===== config.mk =====
export PLATFORM = sky130hd
export DESIGN_NAME = gerencia_pc_ctx
export DESIGN_NICKNAME = d
export VERILOG_FILES = /design/src/rtl/gerencia_pkg.sv /design/src/rtl/contexto_tab.sv /design/src/rtl/gerencia_pc_ctx.sv
export SDC_FILE = /design/constraint.sdc
export NUM_CORES = 1
export LEC_CHECK = 0
export BUFFER_PORTS_ARGS = -buffer_cell sky130_fd_sc_hd__buf_2
export CORE_MARGIN = 5
export CORE_UTILIZATION = 50
export DETAILED_ROUTE_END_ITERATION = 12
export PLACE_DENSITY = 0.8
export REMOVE_ABC_BUFFERS = 1
export SLEW_MARGIN = 20
export SYNTH_ARGS = -nofsm -noshare
export SYNTH_HDL_FRONTEND = slang
export SYNTH_SLANG_ARGS = --single-unit

===== constraint.sdc =====
create_clock -name clk -period 4.4 [get_ports clk]
set_input_delay 0.88 -clock clk [delete_from_list [all_inputs] [get_ports clk]]
set_output_delay 0.88 -clock clk [all_outputs]
set_load 0.1 [all_outputs]

===== src/rtl/gerencia_pkg.sv =====
// Shared constants and action encoding for the PC/context manager.
package gerencia_pkg;
  localparam int DEF_HALT_VEC = 67;
  localparam int DEF_CTX_VEC  = 68;
  localparam int DEF_OS_ENTRY = 0;
  localparam int OS_ID        = 0;

  typedef enum logic [1:0] {ACT_NORMAL, ACT_HALT, ACT_RETOMA, ACT_SWITCH} acao_e;
endpackage


===== src/rtl/contexto_tab.sv =====
// Per-process saved-PC table: save port beats carga port on the same entry.
module contexto_tab #(
  parameter int WIDTH = 32,
  parameter int NPROC = 4,
  parameter int IDW   = $clog2(NPROC)
) (
  input  logic             clk,
  input  logic             reset,
  input  logic             saveEn,
  input  logic [IDW-1:0]   saveId,
  input  logic [WIDTH-1:0] saveData,
  input  logic             loadEn,
  input  logic [IDW-1:0]   loadId,
  input  logic [WIDTH-1:0] loadData,
  input  logic [IDW-1:0]   rdId,
  output logic [WIDTH-1:0] rdData
);
  logic [NPROC-1:0][WIDTH-1:0] tab;

  // Entry 0 belongs to the OS and is never written, so it always reads 0.
  always_ff @(posedge clk or negedge reset) begin
    if (!reset) begin
      tab <= '0;
    end else begin
      for (int i = 1; i < NPROC; i++) begin
        if (saveEn && saveId == IDW'(i))      tab[i] <= saveData;
        else if (loadEn && loadId == IDW'(i)) tab[i] <= loadData;
      end
    end
  end

  assign rdData = tab[rdId];
endmodule


===== src/rtl/gerencia_pc_ctx.sv =====
// PC register with process ownership, context save/restore and optional time slice.
module gerencia_pc_ctx
  import gerencia_pkg::*;
#(
  parameter int               WIDTH    = 32,
  parameter int               NPROC    = 4,
  parameter int               IDW      = $clog2(NPROC),
  parameter logic [WIDTH-1:0] HALT_VEC = WIDTH'(DEF_HALT_VEC),
  parameter logic [WIDTH-1:0] CTX_VEC  = WIDTH'(DEF_CTX_VEC),
  parameter logic [WIDTH-1:0] OS_ENTRY = WIDTH'(DEF_OS_ENTRY),
  parameter int               QUANTUM  = 0
) (
  input  logic             clk,
  input  logic             reset,
  input  logic [WIDTH-1:0] novo_pc,
  input  logic             halt,
  input  logic             troca_ctx,
  input  logic             retoma,
  input  logic             carga,
  input  logic [IDW-1:0]   id_alvo,
  input  logic [WIDTH-1:0] pc_carga,
  output logic [WIDTH-1:0] atual_pc,
  output logic [IDW-1:0]   id_proc,
  output logic             quantum_exp,
  output logic [WIDTH-1:0] pc_salvo,
  output logic [NPROC-1:0] ativo
);
  localparam logic [IDW-1:0] OSID  = IDW'(OS_ID);
  localparam int             CW    = (QUANTUM > 1) ? $clog2(QUANTUM) : 1;
  localparam logic [CW-1:0]  QLAST = (QUANTUM > 0) ? CW'(QUANTUM - 1) : '0;

  logic [CW-1:0]    cnt;
  logic [WIDTH-1:0] tabRd;
  logic             expira, retOk, swOk;
  acao_e            acao;

  assign expira = (QUANTUM > 0) && (id_proc != OSID) && (cnt == QLAST);
  assign retOk  = retoma && (id_proc == OSID) && (id_alvo != OSID);
  assign swOk   = (id_proc != OSID) && (troca_ctx || expira);

  always_comb begin
    acao = ACT_NORMAL;
    if (halt)       acao = ACT_HALT;
    else if (retOk) acao = ACT_RETOMA;
    else if (swOk)  acao = ACT_SWITCH;
  end

  contexto_tab #(.WIDTH(WIDTH), .NPROC(NPROC), .IDW(IDW)) uTab (
    .clk      (clk),
    .reset    (reset),
    .saveEn   (acao == ACT_SWITCH),
    .saveId   (id_proc),
    .saveData (novo_pc),
    .loadEn   (carga),
    .loadId   (id_alvo),
    .loadData (pc_carga),
    .rdId     (id_alvo),
    .rdData   (tabRd)
  );

  assign pc_salvo = tabRd;

  always_ff @(posedge clk or negedge reset) begin
    if (!reset) begin
      atual_pc    <= OS_ENTRY;
      id_proc     <= OSID;
      quantum_exp <= 1'b0;
      cnt         <= '0;
      ativo       <= NPROC'(1);
    end else begin
      quantum_exp <= 1'b0;
      unique case (acao)
        ACT_HALT: begin
          if (id_proc == OSID) begin
            atual_pc <= OS_ENTRY;
          end else begin
            atual_pc       <= HALT_VEC;
            ativo[id_proc] <= 1'b0;
            id_proc        <= OSID;
            cnt            <= '0;
          end
        end
        ACT_RETOMA: begin
          atual_pc       <= tabRd;
          id_proc        <= id_alvo;
          ativo[id_alvo] <= 1'b1;
          cnt            <= '0;
        end
        ACT_SWITCH: begin
          atual_pc    <= CTX_VEC;
          id_proc     <= OSID;
          cnt         <= '0;
          quantum_exp <= expira;
        end
        default: begin
          atual_pc <= novo_pc;
          if ((QUANTUM > 0) && (id_proc != OSID)) cnt <= cnt + 1'b1;
        end
      endcase
    end
  end
endmodule


==> qor.tcl <==
set qor(synth.area.mux_share_pct) 19.9
set qor(slew_viol_final) 0
set qor(share_seq_of_total_power_pct) 34.2
set qor(insertedDiodeCount) 0
set qor(synth-seq-area-share_pct) 50.5
set qor(crit_path_start_kind) {primary input}
set qor(crit_type) {in -> out}
set qor(place_hpwl_um) 12100
set qor(p_per_area_nw_per_um2) 546
set qor(fin_worst_hold_slack_ps) 362
set qor(layout.cells.most_common_list) {dfrtp_1 (133), buf_2 (108), mux2i_1 (96)}
set qor(r2r_end) {atual_pc[11]}
set qor(design.final.nets) 809
set qor(timing.clock.skew_ps) 5.89
set qor(fillerInstances) 960
set qor(critical-path-top-cell-by-count) {buf_12}
set qor(simple_logic_cell_fraction_of_the_synthesized_area_pct) 7.59
set qor(drc) 0
set qor(cell_internal_pwr_mw) 2.95
set qor(min_delay_worst_endpoint) {ativo[0]}
set qor(drt-initial-drc-count) 606
set qor(min-delay-start) {ativo[0]}
set qor(layout_commonest_cell) {dfrtp_1}
set qor(holdCritPathClass) {reg -> reg}
set qor(critical-path-max-stage-delay_ps) 510
set qor(top_level_ports) 143
set qor(postCtsHoldBufs) 0
set qor(drtPass1Iterations) 5
set qor(area_of_the_mapped_netlist_um2) 6640
set qor(syn-instance-count) 616
set qor(critical_path_cell_with_the_highest_stage_delay) {nor2b_4}
set qor(setup_repair_after_global_routing_missed_its_margin) {no}
set qor(aggregate_global_routing_overflow) 0
set qor(tightest_slew_ps) 1000
set qor(leakagePower_nw) 4.38
set qor(synth-edff-count) 0
set qor(synth_fa_ha_area_share_pct) 0
set qor(cts.clk_slew.worst_paths_ps) 50
set qor(cts_num_sinks) 134
set qor(proportion_of_synthesized_flip_flops_having_asynchronous_set_or_reset_pct) 100
set qor(synth_area_in_compound_gates_pct) 17.3
set qor(setup_viol) 0
set qor(final_worst_setup_slack_ps) 1160
set qor(critical_path.cell_chain) {buf_2 -> nor2b_4 -> buf_12 -> a22o_1 -> buf_12}
set qor(drtAntennaViolNets) 0
set qor(synthXorXnorAreaFrac_pct) 0
set qor(synth_top_family_by_area) {multiplexers}
set qor(timing.critical_path.fanout_max) 24
set qor(avgSynthCellArea_um2) 10.8
set qor(ff_to_ff_setup_slack_ps) 1970
set qor(combPwrFrac_pct) 34.4
set qor(die-width_um) 125
set qor(outcome) {finished, final reports clean}
set qor(timing.slew.headroom_pct) 33.1
set qor(whs_path_depth) 0
set qor(antenna_found_initial) 0
set qor(row_count) 42
set qor(synth_cell_types) 36
set qor(yosys_warnings) 32
set qor(cts_resized) 0
set qor(cts_inserted_buffers) 17
set qor(dominantRegCellSynth) {dfrtp_1}
set qor(grtUsageTotal_pct) 24.1
set qor(vias_in_the_first_global_route) 5750
set qor(number_of_buffers_between_clock_root_and_the_deepest_sink) 2
set qor(port_buffers) 141
set qor(final-instance-count-excl-fill) 926
set qor(arrival_time_at_the_worst_endpoint_ps) 2360
set qor(cts-root-buf) {clkbuf_16}
set qor(switching_share_pct) 37.0
set qor(summed_negative_setup_slack_over_all_endpoints_ps) 0
set qor(drive_gt1_share_pct) 29.9
set qor(ir_worst_vdd_v) 0.000289
set qor(grt_pass1_wl_um) 30100
set qor(tritoncts_clock_tree) {yes}
set qor(r2r_start) {id_proc[0]}
set qor(total_switching_power_mw) 1.73
set qor(report.power.total_mw) 4.67
set qor(synth.ff_latch_count) 134
set qor(crit_path_end_kind) {primary output}
set qor(fin_crit_ps) 3240
set qor(grt_max_degree) 118
set qor(timing.fmax_mhz) 309
set qor(cts_post_setup_buffers_inserted) 0
set qor(die_height_um) 125
set qor(worstPathRequired_ps) 3520
set qor(core-area_um2) 13100
set qor(final_min_period_over_clock_period_pct) 73.6
set qor(routed_wirelength_um) 18400
set qor(post-place-ws_ps) 1200
set qor(via_count_of_the_routed_design) 5455
set qor(placedCellCount) 894
set qor(wl_per_cell_um) 19.9
set qor(clk-insertion-delay-late_ps) 430
set qor(clock_tree.htree_level_count) 4
set qor(placer_s_final_routability_congestion_estimate) 0.866
set qor(flow.area_growth_from_synthesis_pct) 28.8
set qor(detail_route.vias_per_cell) 5.89
set qor(floorplan.die_area_um2) 15700
set qor(max_cap_viol) 0
set qor(report.final.hold_viol_count) 0
set qor(clkPwrFrac_pct) 31.4
set qor(worst_r2r_path_depth) 4
set qor(initial_cell_density_of_the_core_pct) 50.6
## flip-flops by register name (all words and copies together), names as in the netlist
register	cells
ativo	4
id_proc	2
uTab.tab	96
atual_pc	32
## cell type report
type	instances	area (um^2)	share of cell area (%)
Clock inverter	9	123	1.43
Clock buffer	23	488	5.70
Inverter	4	15.0	0.175
Timing Repair Buffer	158	1340	15.6
Tap cell	176	220	2.57
Sequential cell	134	3350	39.2
Multi-Input combinational cell	422	3020	35.3
## cell families after synthesis
group           count (synthesis)
compound gates                176
flops                         134
mux                           128
simple gates                  117
buf+inv                        60
other cells                     1
## worst max-delay path by stage
stage | startpoint | end | slack [ps] | cells after the start
4_1_cts | id_alvo[0] | pc_salvo[5] | 1200 | 5
3_3_place_gp | id_alvo[0] | pc_salvo[6] | 1220 | 5
3_5_place_dp | id_alvo[0] | pc_salvo[30] | 1200 | 5
6_report | id_alvo[0] | pc_salvo[30] | 1160 | 5
2_1_floorplan | id_proc[0] | uTab.tab[32] | -1350 | 2
5_1_grt | id_alvo[0] | pc_salvo[14] | 1100 | 5
## per-layer routing
layer	share of wire [%]	track usage (%)
met5	0	0
met4	2.8	10.5
met3	5.9	6.27
met2	51	40.2
met1	41	29.7
## worst max-delay path, delay by kind of cell
family / cells / cell delay, ps
compound gates: 1 / 230
simple gates: 1 / 510
buf+inv: 3 / 700
## metrics by stage
step	utilization, %	instance area [um^2]
4_1_cts	65.1	8560
3_5_place_dp	60.5	7950
2_1_floorplan	-	6350
5_1_grt	65.1	8560
3_3_place_gp	60.5	7950
6_report	65.1	8560
## power by group through the flow
stage / Combinational [mW] / Sequential (mW) / Clock (mW)
finish: 1.61 / 1.60 / 1.47
global route: 1.69 / 1.62 / 1.54
CTS: 1.61 / 1.59 / 1.48
detailed placement: 1.61 / 1.61 / 0
global placement: 1.57 / 1.59 / 0
floorplan: 0.839 / 1.84 / 0
## Yosys cell counts, types with 4 or more instances
| master | count | share of area [%] |
|---|---|---|
| a21oi_1 | 38 | 2.9 |
| a22o_1 | 59 | 7.8 |
| buf_2 | 26 | 2.0 |
| buf_4 | 6 | 0.68 |
| buf_6 | 4 | 0.68 |
| clkbuf_1 | 18 | 1.0 |
| dfrtp_1 | 133 | 50 |
| inv_1 | 4 | 0.23 |
| mux2_2 | 29 | 4.9 |
| mux2i_1 | 96 | 14 |
| nand2_1 | 70 | 4.0 |
| nor2_1 | 35 | 2.0 |
| o21ai_0 | 67 | 5.0 |
Note: power is estimated with default switching activity, not from simulation.
